===== src/rtl/biquad8_pkg.sv =====
// rtl/biquad8_pkg.sv - shared state encoding, table entry layout and update-write constants
package biquad8_pkg;

  typedef enum logic [2:0] {
    ST_IDLE,
    ST_READ,
    ST_LATCH,
    ST_WRITE,
    ST_GAP,
    ST_UPDATE,
    ST_DONE,
    ST_ABORT
  } state_t;

  localparam int ENT_VALID   = 31;
  localparam int ENT_TADR_HI = 24;
  // Only the word-address part of the target field reaches the bus.
  localparam int ENT_TADR_LO = 20;
  localparam int ENT_COEF_HI = 17;
  localparam int ENT_COEF_LO = 0;
  localparam int TADR_W      = ENT_TADR_HI - ENT_TADR_LO + 1;
  localparam int COEF_W      = ENT_COEF_HI - ENT_COEF_LO + 1;

  localparam logic [6:0]  UPDATE_ADR = 7'h00;
  localparam logic [31:0] UPDATE_DAT = 32'h1;
  localparam logic [3:0]  UPDATE_SEL = 4'h1;
  localparam logic [3:0]  COEF_SEL   = 4'hF;

  function automatic logic is_bus_state(input state_t s);
    return (s == ST_WRITE) || (s == ST_UPDATE);
  endfunction

endpackage


===== src/rtl/wb_timeout_ctr.sv =====
// rtl/wb_timeout_ctr.sv - bus response watchdog; expires on the cycle whose increment reaches TIMEOUT
module wb_timeout_ctr #(
  parameter int TIMEOUT = 255
) (
  input  logic i_clk,
  input  logic i_rst,
  input  logic i_clear,
  input  logic i_enable,
  output logic o_expired
);

  localparam logic [15:0] LAST_CNT = 16'(TIMEOUT - 1);

  logic [15:0] r_count;

  always_ff @(posedge i_clk or posedge i_rst) begin
    if (i_rst) begin
      r_count <= '0;
    end else if (i_clear) begin
      r_count <= '0;
    end else if (i_enable) begin
      r_count <= r_count + 16'd1;
    end
  end

  assign o_expired = i_enable && (r_count == LAST_CNT);

endmodule


===== src/rtl/biquad8_coeff_loader.sv =====
// rtl/biquad8_coeff_loader.sv - walks the coefficient table and writes each valid entry over WISHBONE
// followed by a single update-commit write; every output is a register fed from next-state decode.
module biquad8_coeff_loader
  import biquad8_pkg::*;
#(
  parameter int NENTRIES    = 32,
  parameter int TBL_ADRBITS = 5,
  parameter int TIMEOUT     = 255
) (
  input  logic                   wb_clk_i,
  input  logic                   wb_rst_i,
  input  logic                   start_i,
  output logic                   busy_o,
  output logic                   done_o,
  output logic                   err_o,
  output logic [TBL_ADRBITS-1:0] tbl_adr_o,
  output logic                   tbl_rd_o,
  input  logic [31:0]            tbl_dat_i,
  output logic                   wb_cyc_o,
  output logic                   wb_stb_o,
  output logic                   wb_we_o,
  output logic [6:0]             wb_adr_o,
  output logic [31:0]            wb_dat_o,
  output logic [3:0]             wb_sel_o,
  input  logic                   wb_ack_i,
  input  logic                   wb_err_i,
  input  logic                   wb_rty_i,
  input  logic [31:0]            wb_dat_i
);

  localparam logic [TBL_ADRBITS-1:0] LAST_IDX = TBL_ADRBITS'(NENTRIES - 1);

  state_t                   r_state;
  state_t                   r_gap_tgt;
  logic [TBL_ADRBITS-1:0]   r_index;
  logic [TADR_W-1:0]        r_ent_tadr;
  logic [COEF_W-1:0]        r_ent_coef;
  logic                     r_busy;
  logic                     r_done;
  logic                     r_err;
  logic                     r_tbl_rd;
  logic                     r_cyc;
  logic [6:0]               r_adr;
  logic [31:0]              r_dat;
  logic [3:0]               r_sel;

  state_t                   w_state_nxt;
  state_t                   w_gap_tgt_nxt;
  logic [TBL_ADRBITS-1:0]   w_index_nxt;
  logic [TADR_W-1:0]        w_tadr_src;
  logic [COEF_W-1:0]        w_coef_src;
  logic [6:0]               w_bus_adr;
  logic [31:0]              w_bus_dat;
  logic [3:0]               w_bus_sel;
  logic                     w_resp;
  logic                     w_to_clear;
  logic                     w_to_enable;
  logic                     w_to_expired;
  logic                     w_unused;

  assign w_resp      = wb_ack_i | wb_err_i | wb_rty_i;
  assign w_to_enable = is_bus_state(r_state) && !w_resp;
  assign w_to_clear  = is_bus_state(w_state_nxt) && !is_bus_state(r_state);
  assign w_unused    = ^{wb_dat_i, tbl_dat_i[30:25], tbl_dat_i[19:18]};

  // The entry is still on tbl_dat_i while leaving LATCH; afterwards (retries) it comes from the capture.
  assign w_tadr_src = (r_state == ST_LATCH) ? tbl_dat_i[ENT_TADR_HI:ENT_TADR_LO] : r_ent_tadr;
  assign w_coef_src = (r_state == ST_LATCH) ? tbl_dat_i[ENT_COEF_HI:ENT_COEF_LO] : r_ent_coef;

  wb_timeout_ctr #(
    .TIMEOUT (TIMEOUT)
  ) u_timeout (
    .i_clk     (wb_clk_i),
    .i_rst     (wb_rst_i),
    .i_clear   (w_to_clear),
    .i_enable  (w_to_enable),
    .o_expired (w_to_expired)
  );

  always_comb begin
    w_state_nxt   = r_state;
    w_gap_tgt_nxt = r_gap_tgt;
    w_index_nxt   = r_index;
    w_bus_adr     = '0;
    w_bus_dat     = '0;
    w_bus_sel     = '0;

    case (r_state)
      ST_IDLE: begin
        if (start_i) begin
          w_state_nxt = ST_READ;
          w_index_nxt = '0;
        end
      end
      ST_READ:  w_state_nxt = ST_LATCH;
      ST_LATCH: w_state_nxt = tbl_dat_i[ENT_VALID] ? ST_WRITE : ST_UPDATE;
      ST_WRITE: begin
        if (wb_err_i || w_to_expired) begin
          w_state_nxt = ST_ABORT;
        end else if (wb_ack_i) begin
          w_state_nxt   = ST_GAP;
          w_index_nxt   = r_index + 1'b1;
          w_gap_tgt_nxt = (r_index == LAST_IDX) ? ST_UPDATE : ST_READ;
        end else if (wb_rty_i) begin
          w_state_nxt   = ST_GAP;
          w_gap_tgt_nxt = ST_WRITE;
        end
      end
      ST_GAP: w_state_nxt = r_gap_tgt;
      ST_UPDATE: begin
        if (wb_err_i || w_to_expired) begin
          w_state_nxt = ST_ABORT;
        end else if (wb_ack_i) begin
          w_state_nxt = ST_DONE;
        end else if (wb_rty_i) begin
          w_state_nxt   = ST_GAP;
          w_gap_tgt_nxt = ST_UPDATE;
        end
      end
      ST_DONE:  w_state_nxt = ST_IDLE;
      ST_ABORT: w_state_nxt = ST_IDLE;
      default:  w_state_nxt = ST_IDLE;
    endcase

    if (w_state_nxt == ST_WRITE) begin
      w_bus_adr = {w_tadr_src, 2'b00};
      w_bus_dat = {{(32 - COEF_W){1'b0}}, w_coef_src};
      w_bus_sel = COEF_SEL;
    end else if (w_state_nxt == ST_UPDATE) begin
      w_bus_adr = UPDATE_ADR;
      w_bus_dat = UPDATE_DAT;
      w_bus_sel = UPDATE_SEL;
    end
  end

  always_ff @(posedge wb_clk_i or posedge wb_rst_i) begin
    if (wb_rst_i) begin
      r_state   <= ST_IDLE;
      r_gap_tgt <= ST_IDLE;
      r_index   <= '0;
    end else begin
      r_state   <= w_state_nxt;
      r_gap_tgt <= w_gap_tgt_nxt;
      r_index   <= w_index_nxt;
    end
  end

  always_ff @(posedge wb_clk_i or posedge wb_rst_i) begin
    if (wb_rst_i) begin
      r_ent_tadr <= '0;
      r_ent_coef <= '0;
      r_busy     <= 1'b0;
      r_done     <= 1'b0;
      r_err      <= 1'b0;
      r_tbl_rd   <= 1'b0;
      r_cyc      <= 1'b0;
      r_adr      <= '0;
      r_dat      <= '0;
      r_sel      <= '0;
    end else begin
      if (r_state == ST_LATCH) begin
        r_ent_tadr <= w_tadr_src;
        r_ent_coef <= w_coef_src;
      end
      r_busy   <= (w_state_nxt != ST_IDLE);
      r_done   <= (w_state_nxt == ST_DONE);
      r_err    <= (w_state_nxt == ST_ABORT);
      r_tbl_rd <= (w_state_nxt == ST_READ);
      r_cyc    <= is_bus_state(w_state_nxt);
      r_adr    <= w_bus_adr;
      r_dat    <= w_bus_dat;
      r_sel    <= w_bus_sel;
    end
  end

  assign busy_o    = r_busy;
  assign done_o    = r_done;
  assign err_o     = r_err;
  assign tbl_rd_o  = r_tbl_rd;
  assign tbl_adr_o = r_index;
  assign wb_cyc_o  = r_cyc;
  assign wb_stb_o  = r_cyc;
  assign wb_we_o   = r_cyc;
  assign wb_adr_o  = r_adr;
  assign wb_dat_o  = r_dat;
  assign wb_sel_o  = r_sel;

endmodule


===== config.mk =====
export PLATFORM = sky130hd
export DESIGN_NAME = biquad8_coeff_loader
export DESIGN_NICKNAME = d
export VERILOG_FILES = /design/src/rtl/biquad8_pkg.sv /design/src/rtl/wb_timeout_ctr.sv /design/src/rtl/biquad8_coeff_loader.sv
export SDC_FILE = /design/constraint.sdc
export NUM_CORES = 1
export LEC_CHECK = 0
export ABC_AREA = 1
export BUFFER_PORTS_ARGS = -buffer_cell sky130_fd_sc_hd__buf_2
export CAP_MARGIN = 20
export CELL_PAD_IN_SITES_DETAIL_PLACEMENT = 0
export CELL_PAD_IN_SITES_GLOBAL_PLACEMENT = 1
export CORE_AREA = 5 5 103 105
export DETAILED_ROUTE_END_ITERATION = 6
export DIE_AREA = 0 0 108 110
export HOLD_SLACK_MARGIN = 0.06
export PLACE_DENSITY_LB_ADDON = 0.1
export SLEW_MARGIN = 25
export SYNTH_ARGS = -nofsm -noshare
export SYNTH_HDL_FRONTEND = slang
export SYNTH_SLANG_ARGS = --single-unit

===== constraint.sdc =====
create_clock -name wb_clk_i -period 6.8 [get_ports wb_clk_i]
set_input_delay 0.68 -clock wb_clk_i [delete_from_list [all_inputs] [get_ports wb_clk_i]]
set_output_delay 0.68 -clock wb_clk_i [all_outputs]
set_load 0.03 [all_outputs]

==> results_dict.tcl, run 1 <==
set metrics [dict create \
    wl_um 7630 \
    rrSetupSlack_ns 4.00 \
    dieArea_um2 11900 \
    nets 532 \
    path_buf_inv 2 \
    ios 125 \
    hold_path.class "reg2reg" \
    critPathCaptureType "flip-flop" \
    r2r-end "u_timeout.r_count[4]" \
    final_area_um2 4190 \
    placed_area_um2 3990 \
    grt_start_max_net_pins 81 \
    grt_overflow 0 \
    ant_nets 0 \
    ys_warn_count 0 \
    gp_congestion 0.780 \
    fp.dieH_um 110 \
    cts_tree "built" \
    clockBufferDepth 2 \
    syn_avg_cell_area_um2 9.20 \
    clk_pin_slew_ns 0.09 \
    dp.final_hpwl_um 5100 \
    cp.depth 9 \
    cap_viol_max_count 0 \
    maxSlewHeadroom_pct 46.5 \
    p_leak_nw 2.28 \
    initialDrtViolationCount 79 \
    antenna_found_initial 0 \
    hold_ws_ns 0.476 \
    fin_worst_skew_ns 0.0172 \
    max_stage_delay_ns 0.62 \
    p_clk_share_pct 19.7 \
    portBuffers 68 \
    cts_resized 0 \
    p_sw_uw 839 \
    crit_path_cell_trace "nor2_1 -> nand2_1 -> buf_4 -> inv_1 -> a21oi_1 -> nand2_4 -> nand3b_4 -> nand2_4 -> a21oi_1" \
    syn2layout_area_growth_pct 16.3 \
    switching_share_pct 45.2 \
    first_pass_iters 4 \
    first_global_vias 2532 \
    worstSetupStartpoint "r_state[0]" \
    finalSetupViolCount 0 \
    critPathSlowestCell "inv_1" \
    fillCellCount 986 \
    num_rows 36 \
    rsz0062_at_grt "false" \
    grt_pass1_wl_um 12400 \
    yosysUniqueCellTypes 32 \
    max_freq_mhz 357 \
    routedWlPerCell_um 12.8 \
    grtUsageTotal_pct 13.5 \
    worstSetupStartpointType "flip-flop" \
    cts.sinks 80 \
    remaining_drc_errors 0 \
    cts_setup_buffers 0 \
    root_buffer "clkbuf_8" \
    finalHoldViolCount 0 \
    diodes 0 \
    ff2ff_path_depth 9 \
    postCtsHoldBufs 0 \
    dr_total_vias 2618 \
    synth_cells 392 \
    combPwrFrac_pct 42.4 \
    crit_type "reg2reg" \
    vias_per_cell 4.39 \
    final.setup.tns_ns 0 \
    seq_area_frac_synth_pct 55.5 \
    tightest_slew_ns 0.801 \
    ys_ff_latch 80 \
    clock_latency_ns 0.35 \
    p_seq_share_pct 37.9 \
    critPathTopFamily "simple AND/OR/NAND/NOR gates" \
    crit_end "u_timeout.r_count[4]" \
    netlist_area_um2 3610 \
    layout_common_cells "114 x nand2_1, 80 x dfrtp_1, 68 x buf_2" \
    period_share_pct 41.1 \
    critPathRequiredTime_ns 7.02 \
    core_um2 9550 \
    final_common_cell "nand2_1" \
    power_density_nw_per_um2 442 \
    cp_max_fo 25 \
    drv_slew 0 \
    htreeDepth 3 \
    fp.dieW_um 108 \
    initial_utilization_pct 37.8 \
    status "complete, no violations" \
    ir_drop_v 0.000171 \
    fin_crit_ns 2.80 \
    p_int_mw 1.01 \
    drive_gt1_share_pct 23.5 \
    cp.arrival_ns 3.02 \
    cts_buffers 9 \
    rr_startpoint "r_state[0]" \
]
area by class of cell:
cell class | count | area [um2] | share of cell area, %
Tap cell | 133 | 166 | 3.97
Clock buffer | 9 | 124 | 2.95
Multi-Input combinational cell | 265 | 1340 | 31.9
Inverter | 32 | 124 | 2.95
Clock inverter | 7 | 80.1 | 1.91
Timing Repair Buffer | 70 | 359 | 8.56
Sequential cell | 80 | 2000 | 47.7
kinds of logic after synthesis:
family,after synthesis,share of synthesized area [%]
xor+xnor,13,3.16
fa+ha+maj,4,1.39
other cells,1,0.104
buf+inv,62,8.95
flops,80,55.5
simple gates,176,22.3
compound gates,56,8.60
registers in the layout (all words and copies together), names as in the netlist:
| signal | cells |
|---|---|
| err_o | 1 |
| u_timeout.r_count | 16 |
| wb_adr_o | 5 |
| wb_cyc_o | 1 |
| done_o | 1 |
| r_ent_coef | 18 |
| busy_o | 1 |
| tbl_adr_o | 5 |
| r_state | 3 |
| r_gap_tgt | 3 |
| wb_sel_o | 2 |
| tbl_rd_o | 1 |
| wb_dat_o | 18 |
| r_ent_tadr | 5 |
routing by layer:
layer / global-route usage (%) / wire length, um
met2: 20.2 / 3410
met5: 0 / 0
met4: 4.60 / 96
met3: 4.02 / 449
met1: 18.7 / 3670
worst min-delay path by stage:
stage	endpoint	slack (ns)	start	cells after the start
global placement	r_ent_coef[4]	0.46	r_ent_coef[4]	2
floorplan	r_gap_tgt[0]	0.44	r_gap_tgt[0]	1
global route	r_ent_coef[17]	0.50	r_ent_coef[17]	2
CTS	r_ent_coef[16]	0.48	r_ent_coef[16]	2
finish	r_ent_coef[15]	0.48	r_ent_coef[15]	2
detailed placement	r_ent_coef[6]	0.46	r_ent_coef[6]	2
power by group through the flow:
stage	combinational [mW]	clock, mW	sequential [mW]
floorplan	0.495	0	0.837
global placement	0.796	0	0.713
detailed placement	0.798	0	0.712
CTS	0.799	0.380	0.705
global route	0.881	0.398	0.720
finish	0.786	0.364	0.703
stage by stage:
stage          util [%]  setup slack [ns]  power [mW]  instances
2_1_floorplan         -              4.07        1.33        407
3_3_place_gp       41.7              3.95        1.51        580
3_5_place_dp       41.7              3.94        1.51        580
4_1_cts            43.9              3.92        1.88        596
5_1_grt            43.9              3.66        2.00        596
6_report           43.9              4.00        1.85        596
worst min-delay path: stages, from the launching register on:
cell and delay [ns]:
dfrtp_1 0.33, nand2_1 0.06, nand2_1 0.06
synth_stat cells, drive strengths merged:
library cell | count | area [um2]
o21a | 1 | 7.51
clkbuf | 5 | 18.8
o21ai | 10 | 50.1
inv | 32 | 123
ha | 4 | 50.1
nand2 | 120 | 485
nor2 | 25 | 113
a21oi | 43 | 238
nor3 | 3 | 15.0
o31ai | 2 | 15.0
nor3b | 1 | 7.51
dfrtp | 80 | 2000
or2 | 3 | 18.8
nand4 | 6 | 37.5
conb | 1 | 3.75
buf | 25 | 181
nand3 | 16 | 100
nand3b | 2 | 27.5
xnor2 | 2 | 17.5
xor2 | 11 | 96.3
(Power assumes the default switching activity.)
==> inputs of run 2 (changes only) <==
Settings changed: CORE_AREA 5 5 103 105 to 5 5 105 107, DIE_AREA 0 0 108 110 to 0 0 110 112.
Clock period 6.8 ns to 2.68 ns, I/O delays scaled along.
==> results_dict.tcl, run 2 (synthesis gave the netlist of run 1 again) <==
set metrics [dict create \
    status "complete, no violations" \
    whs_path_depth 3 \
    tightest_slew_ns 0.582 \
    finalSetupViolCount 0 \
    ant_nets 0 \
    first_pass_iters 4 \
    worstSetupStartpointType "flip-flop" \
    dieArea_um2 12300 \
    finalHoldViolCount 0 \
    grt_overflow 0 \
    p_leak_nw 2.28 \
    dr_total_vias 2631 \
    initial_utilization_pct 35.9 \
    power_density_nw_per_um2 1110 \
    critPathRequiredTime_ns 2.90 \
    dp.final_hpwl_um 5330 \
    cts.sinks 80 \
    routedWlPerCell_um 12.7 \
    antenna_found_initial 1 \
    wl_um 7650 \
    crit_top_cell "nand2_1" \
    grt_pass1_wl_um 12700 \
    cts_buffers 9 \
    ios 125 \
    root_buffer "clkbuf_8" \
    cap_viol_max_count 0 \
    htreeDepth 3 \
    fp.dieW_um 110 \
    portBuffers 68 \
    final_common_cell "nand2_1" \
    p_clk_share_pct 18.9 \
    fin_worst_skew_ns 0.00989 \
    p_sw_mw 2.10 \
    clock_latency_ns 0.35 \
    drv_slew 0 \
    period_share_pct 80.7 \
    p_seq_share_pct 38.1 \
    fp.dieH_um 112 \
    hold_path.class "in2reg" \
    p_int_mw 2.59 \
    grtUsageTotal_pct 13.3 \
    diodes 0 \
    syn2layout_area_growth_pct 17.0 \
    first_global_vias 2616 \
    cp.arrival_ns 2.38 \
    max_stage_delay_ns 0.42 \
    num_rows 37 \
    postCtsHoldBufs 1 \
    core_um2 10000 \
    grt_start_max_net_pins 51 \
    setup_ws_ns 0.517 \
    crit_path_cell_trace "inv_1 -> nand3_2 -> nand2_4 -> inv_4 -> nor2_8 -> nand2_4 -> nand2_1 -> nand2_1 -> nand2_1 -> nand2_1 -> nor2_2 -> nand2_2 -> nand2_4 -> a21oi_1" \
    cts_tree "built" \
    ff2ff_path_depth 14 \
    total_power_mw 4.68 \
    switching_share_pct 44.8 \
    rsz0062_at_grt "false" \
    final.setup.tns_ns 0 \
    gp_congestion 0.783 \
    pre_cts_slack_ns 0.548 \
    placed_area_um2 4020 \
    critPathSlowestCell "dfrtp_1" \
    remaining_drc_errors 0 \
    critPathCaptureType "flip-flop" \
    fin_crit_ns 2.16 \
    initialDrtViolationCount 67 \
    max_freq_mhz 462 \
    cts_resized 0 \
    cp_max_fo 17 \
    nets 535 \
    clk_pin_slew_ns 0.09 \
    cts_setup_buffers 0 \
    crit_type "reg2reg" \
    drive_gt1_share_pct 23.7 \
    clockBufferDepth 2 \
    vias_per_cell 4.38 \
    final_area_um2 4220 \
    ir_drop_v 0.000413 \
    layout_common_cells "114 x nand2_1, 80 x dfrtp_1, 68 x buf_2" \
    combPwrFrac_pct 43.1 \
    maxSlewHeadroom_pct 61.1 \
    utilization_pct 42.0 \
]
==> run 2: final cells by class <==
type	instances	area [um2]
tap	136	170
clock inverter	6	70.1
fill	1035	5820
timing repair buffer	73	393
multi-input combinational	265	1340
inverter	32	124
clock buffer	9	124
sequential	80	2000
==> run 2: final timing paths <==
kind / from / slack, ns / to
max in group asynchronous: wb_rst_i / 1.52 / tbl_adr_o[0]
min reg2reg: r_ent_coef[11] / 0.48 / r_ent_coef[11]
max reg2reg: r_state[1] / 0.52 / u_timeout.r_count[2]
min in group asynchronous: wb_rst_i / 0.50 / wb_dat_o[15]
max: r_state[1] / 0.52 / u_timeout.r_count[2]
min: tbl_dat_i[22] / 0.13 / r_ent_tadr[2]
==> run 2: metal layers <==
metal	global-route usage, %	up-vias	part of all wire [%]
met1	17.8	1222	47
met3	4.41	12	5.2
li1	-	1342	-
met2	19.9	53	46
met5	0	-	0.17
met4	4.74	2	1.5
==> run 2: critical path: cells and delay by family, from the launching register on <==
family | cells | cell delay, ns
AND/OR/NAND/NOR | 11 | 1.24
AO/OA/AOI/OAI | 1 | 0.10
buffers and inverters | 2 | 0.27
flip-flops | 1 | 0.42
==> run 2: metrics by stage <==
stage,cells,hold WS (ns)
4_1_cts,601,0.105
6_report,601,0.129
5_1_grt,601,0.108
3_5_place_dp,585,0.350
2_1_floorplan,407,0.396
3_3_place_gp,585,0.347
==> run 2: power groups by stage <==
stage               sequential, mW  combinational [mW]  clock (mW)
floorplan                     2.12                1.26           0
global placement              1.81                2.05           0
detailed placement            1.81                2.06           0
CTS                           1.79                2.07       0.932
global route                  1.82                2.25       0.983
finish                        1.78                2.02       0.884
==> inputs of run 3 (changes only) <==
Clock period 2.68 ns to 2.1 ns, I/O delays scaled along.
==> results_dict.tcl, run 3 (synthesis gave the netlist of run 1 again) <==
set metrics [dict create \
    hold_ws_ns 0.0706 \
    cp.arrival_ns 2.20 \
    crit_end "wb_dat_o[14]" \
    root_buffer "clkbuf_8" \
    syn2layout_area_growth_pct 22.9 \
    hold_path.class "in2reg" \
    max_stage_delay_ns 0.52 \
    grt_overflow 0 \
    worstSetupStartpoint "r_state[0]" \
    worstSetupStartpointType "flip-flop" \
    fp.dieW_um 110 \
    fin_crit_ns 1.92 \
    clk_pin_slew_ns 0.09 \
    fin_worst_skew_ns 0.00946 \
    dp.final_hpwl_um 5470 \
    cts.sinks 80 \
    final_common_cell "nand2_1" \
    grt_pass1_wl_um 13300 \
    core_um2 10000 \
    crit_path_cell_trace "nand3_2 -> nand2_4 -> inv_4 -> nor2_8 -> nand2_4 -> nand3_2 -> nand2_2 -> nand2_1 -> nand3b_4 -> buf_4 -> a21oi_1" \
    rr_startpoint "r_state[0]" \
    grt_start_max_net_pins 39 \
    clockBufferDepth 2 \
    finalSetupViolCount 0 \
    initialDrtViolationCount 90 \
    vias_per_cell 4.36 \
    fp.dieH_um 112 \
    r2r-end "wb_dat_o[14]" \
    critPathSlowestCell "dfrtp_1" \
    nets 555 \
    total_power_mw 6.24 \
    critPathCaptureType "flip-flop" \
    status "complete, no violations" \
    cp.depth 11 \
    cp_max_fo 19 \
    clock_latency_ns 0.35 \
    diodes 0 \
    cts_setup_buffers 0 \
    ios 125 \
    power_density_nw_per_um2 1410 \
    path_buf_inv 2 \
    initial_utilization_pct 35.9 \
    drive_gt1_share_pct 26.1 \
    first_global_vias 2853 \
    num_rows 37 \
    dr_total_vias 2715 \
    layout_common_cells "114 x nand2_1, 80 x dfrtp_1, 68 x buf_2" \
    period_share_pct 91.7 \
    routedWlPerCell_um 12.4 \
    gp_congestion 0.786 \
    critPathTopFamily "simple AND/OR/NAND/NOR gates" \
    finalHoldViolCount 0 \
    grtUsageTotal_pct 13.8 \
    p_leak_nw 2.39 \
    rrSetupSlack_ns 0.18 \
    max_freq_mhz 520 \
    ant_nets 0 \
    ir_drop_v 0.000591 \
    wl_um 7680 \
    drv_slew 0 \
    critPathRequiredTime_ns 2.38 \
    cap_viol_max_count 0 \
    crit_type "reg2reg" \
    cts_tree "built" \
    rsz0062_at_grt "false" \
    cts_buffers 9 \
    remaining_drc_errors 0 \
    ff2ff_path_depth 11 \
    first_pass_iters 4 \
    dieArea_um2 12300 \
    final.setup.tns_ns 0 \
    htreeDepth 3 \
    portBuffers 68 \
    antenna_found_initial 0 \
]
==> run 3: cell types whose count changed in the layout (fill, tap and decap cells not counted), moves of 2 or more <==
cell / previous run / this run
buf_4: 3 / 15
nor3_2: 0 / 2
nor3_1: 3 / 1
dlygate4sd3_1: 1 / 9
==> run 3: power breakdown <==
group | switching (mW) | internal, mW | total (mW)
Clock | 0.616 | 0.601 | 1.22
Sequential | 0.208 | 2.06 | 2.26
Combinational | 1.93 | 0.824 | 2.76
==> run 3: area by class of cell <==
type / instances / area [um2]
fillers: 1030 / 5610
flip-flops and latches: 80 / 2000
multi-input cells: 265 / 1360
repair buffers: 93 / 563
well taps: 136 / 170
clock buffers: 10 / 138
inverters: 32 / 126
clock inverters: 6 / 75.1
==> run 3: layer usage <==
layer | global-route usage, % | share of wire [%] | vias to the layer above
met5 | 0 | 0 | -
met1 | 17.5 | 46 | 1268
met3 | 4.12 | 5.4 | 10
met4 | 5.07 | 1.6 | 0
li1 | - | - | 1386
met2 | 22.1 | 47 | 51
==> run 3: per-stage QoR <==
stage | cell area, um2 | instances | setup WS (ns) | util [%]
3_5_place_dp | 4110 | 597 | 0.130 | 40.9
2_1_floorplan | 3670 | 407 | 0.270 | -
6_report | 4430 | 622 | 0.175 | 44.1
3_3_place_gp | 4110 | 597 | 0.152 | 40.9
4_1_cts | 4410 | 622 | 0.110 | 43.9
5_1_grt | 4430 | 622 | 0.00122 | 44.1
==> run 3: timing repair <==
action | in CTS | in global routing
endpoints found under the setup margin | 0 | 15
hold buffers | 9 | 0
hold endpoints to repair | 28 | 0
resized for setup | 0 | 5
==> run 3: worst min-delay path, delay by kind of cell <==
kind	cells	cell delay (ns)
buffers and inverters	1	0.07
AND/OR/NAND/NOR	2	0.11
==> run 3: worst min path at each step <==
| stage | slack, ns | from | cells after the start | endpoint |
|---|---|---|---|---|
| floorplan | 0.34 | tbl_dat_i[10] | 2 | r_ent_coef[10] |
| global placement | 0.27 | wb_rst_i | 2 | wb_dat_o[7] |
| detailed placement | 0.28 | wb_rst_i | 2 | wb_dat_o[7] |
| CTS | 0.06 | tbl_dat_i[5] | 3 | r_ent_coef[5] |
| global route | 0.07 | tbl_dat_i[7] | 3 | r_ent_coef[7] |
| finish | 0.07 | tbl_dat_i[1] | 3 | r_ent_coef[1] |
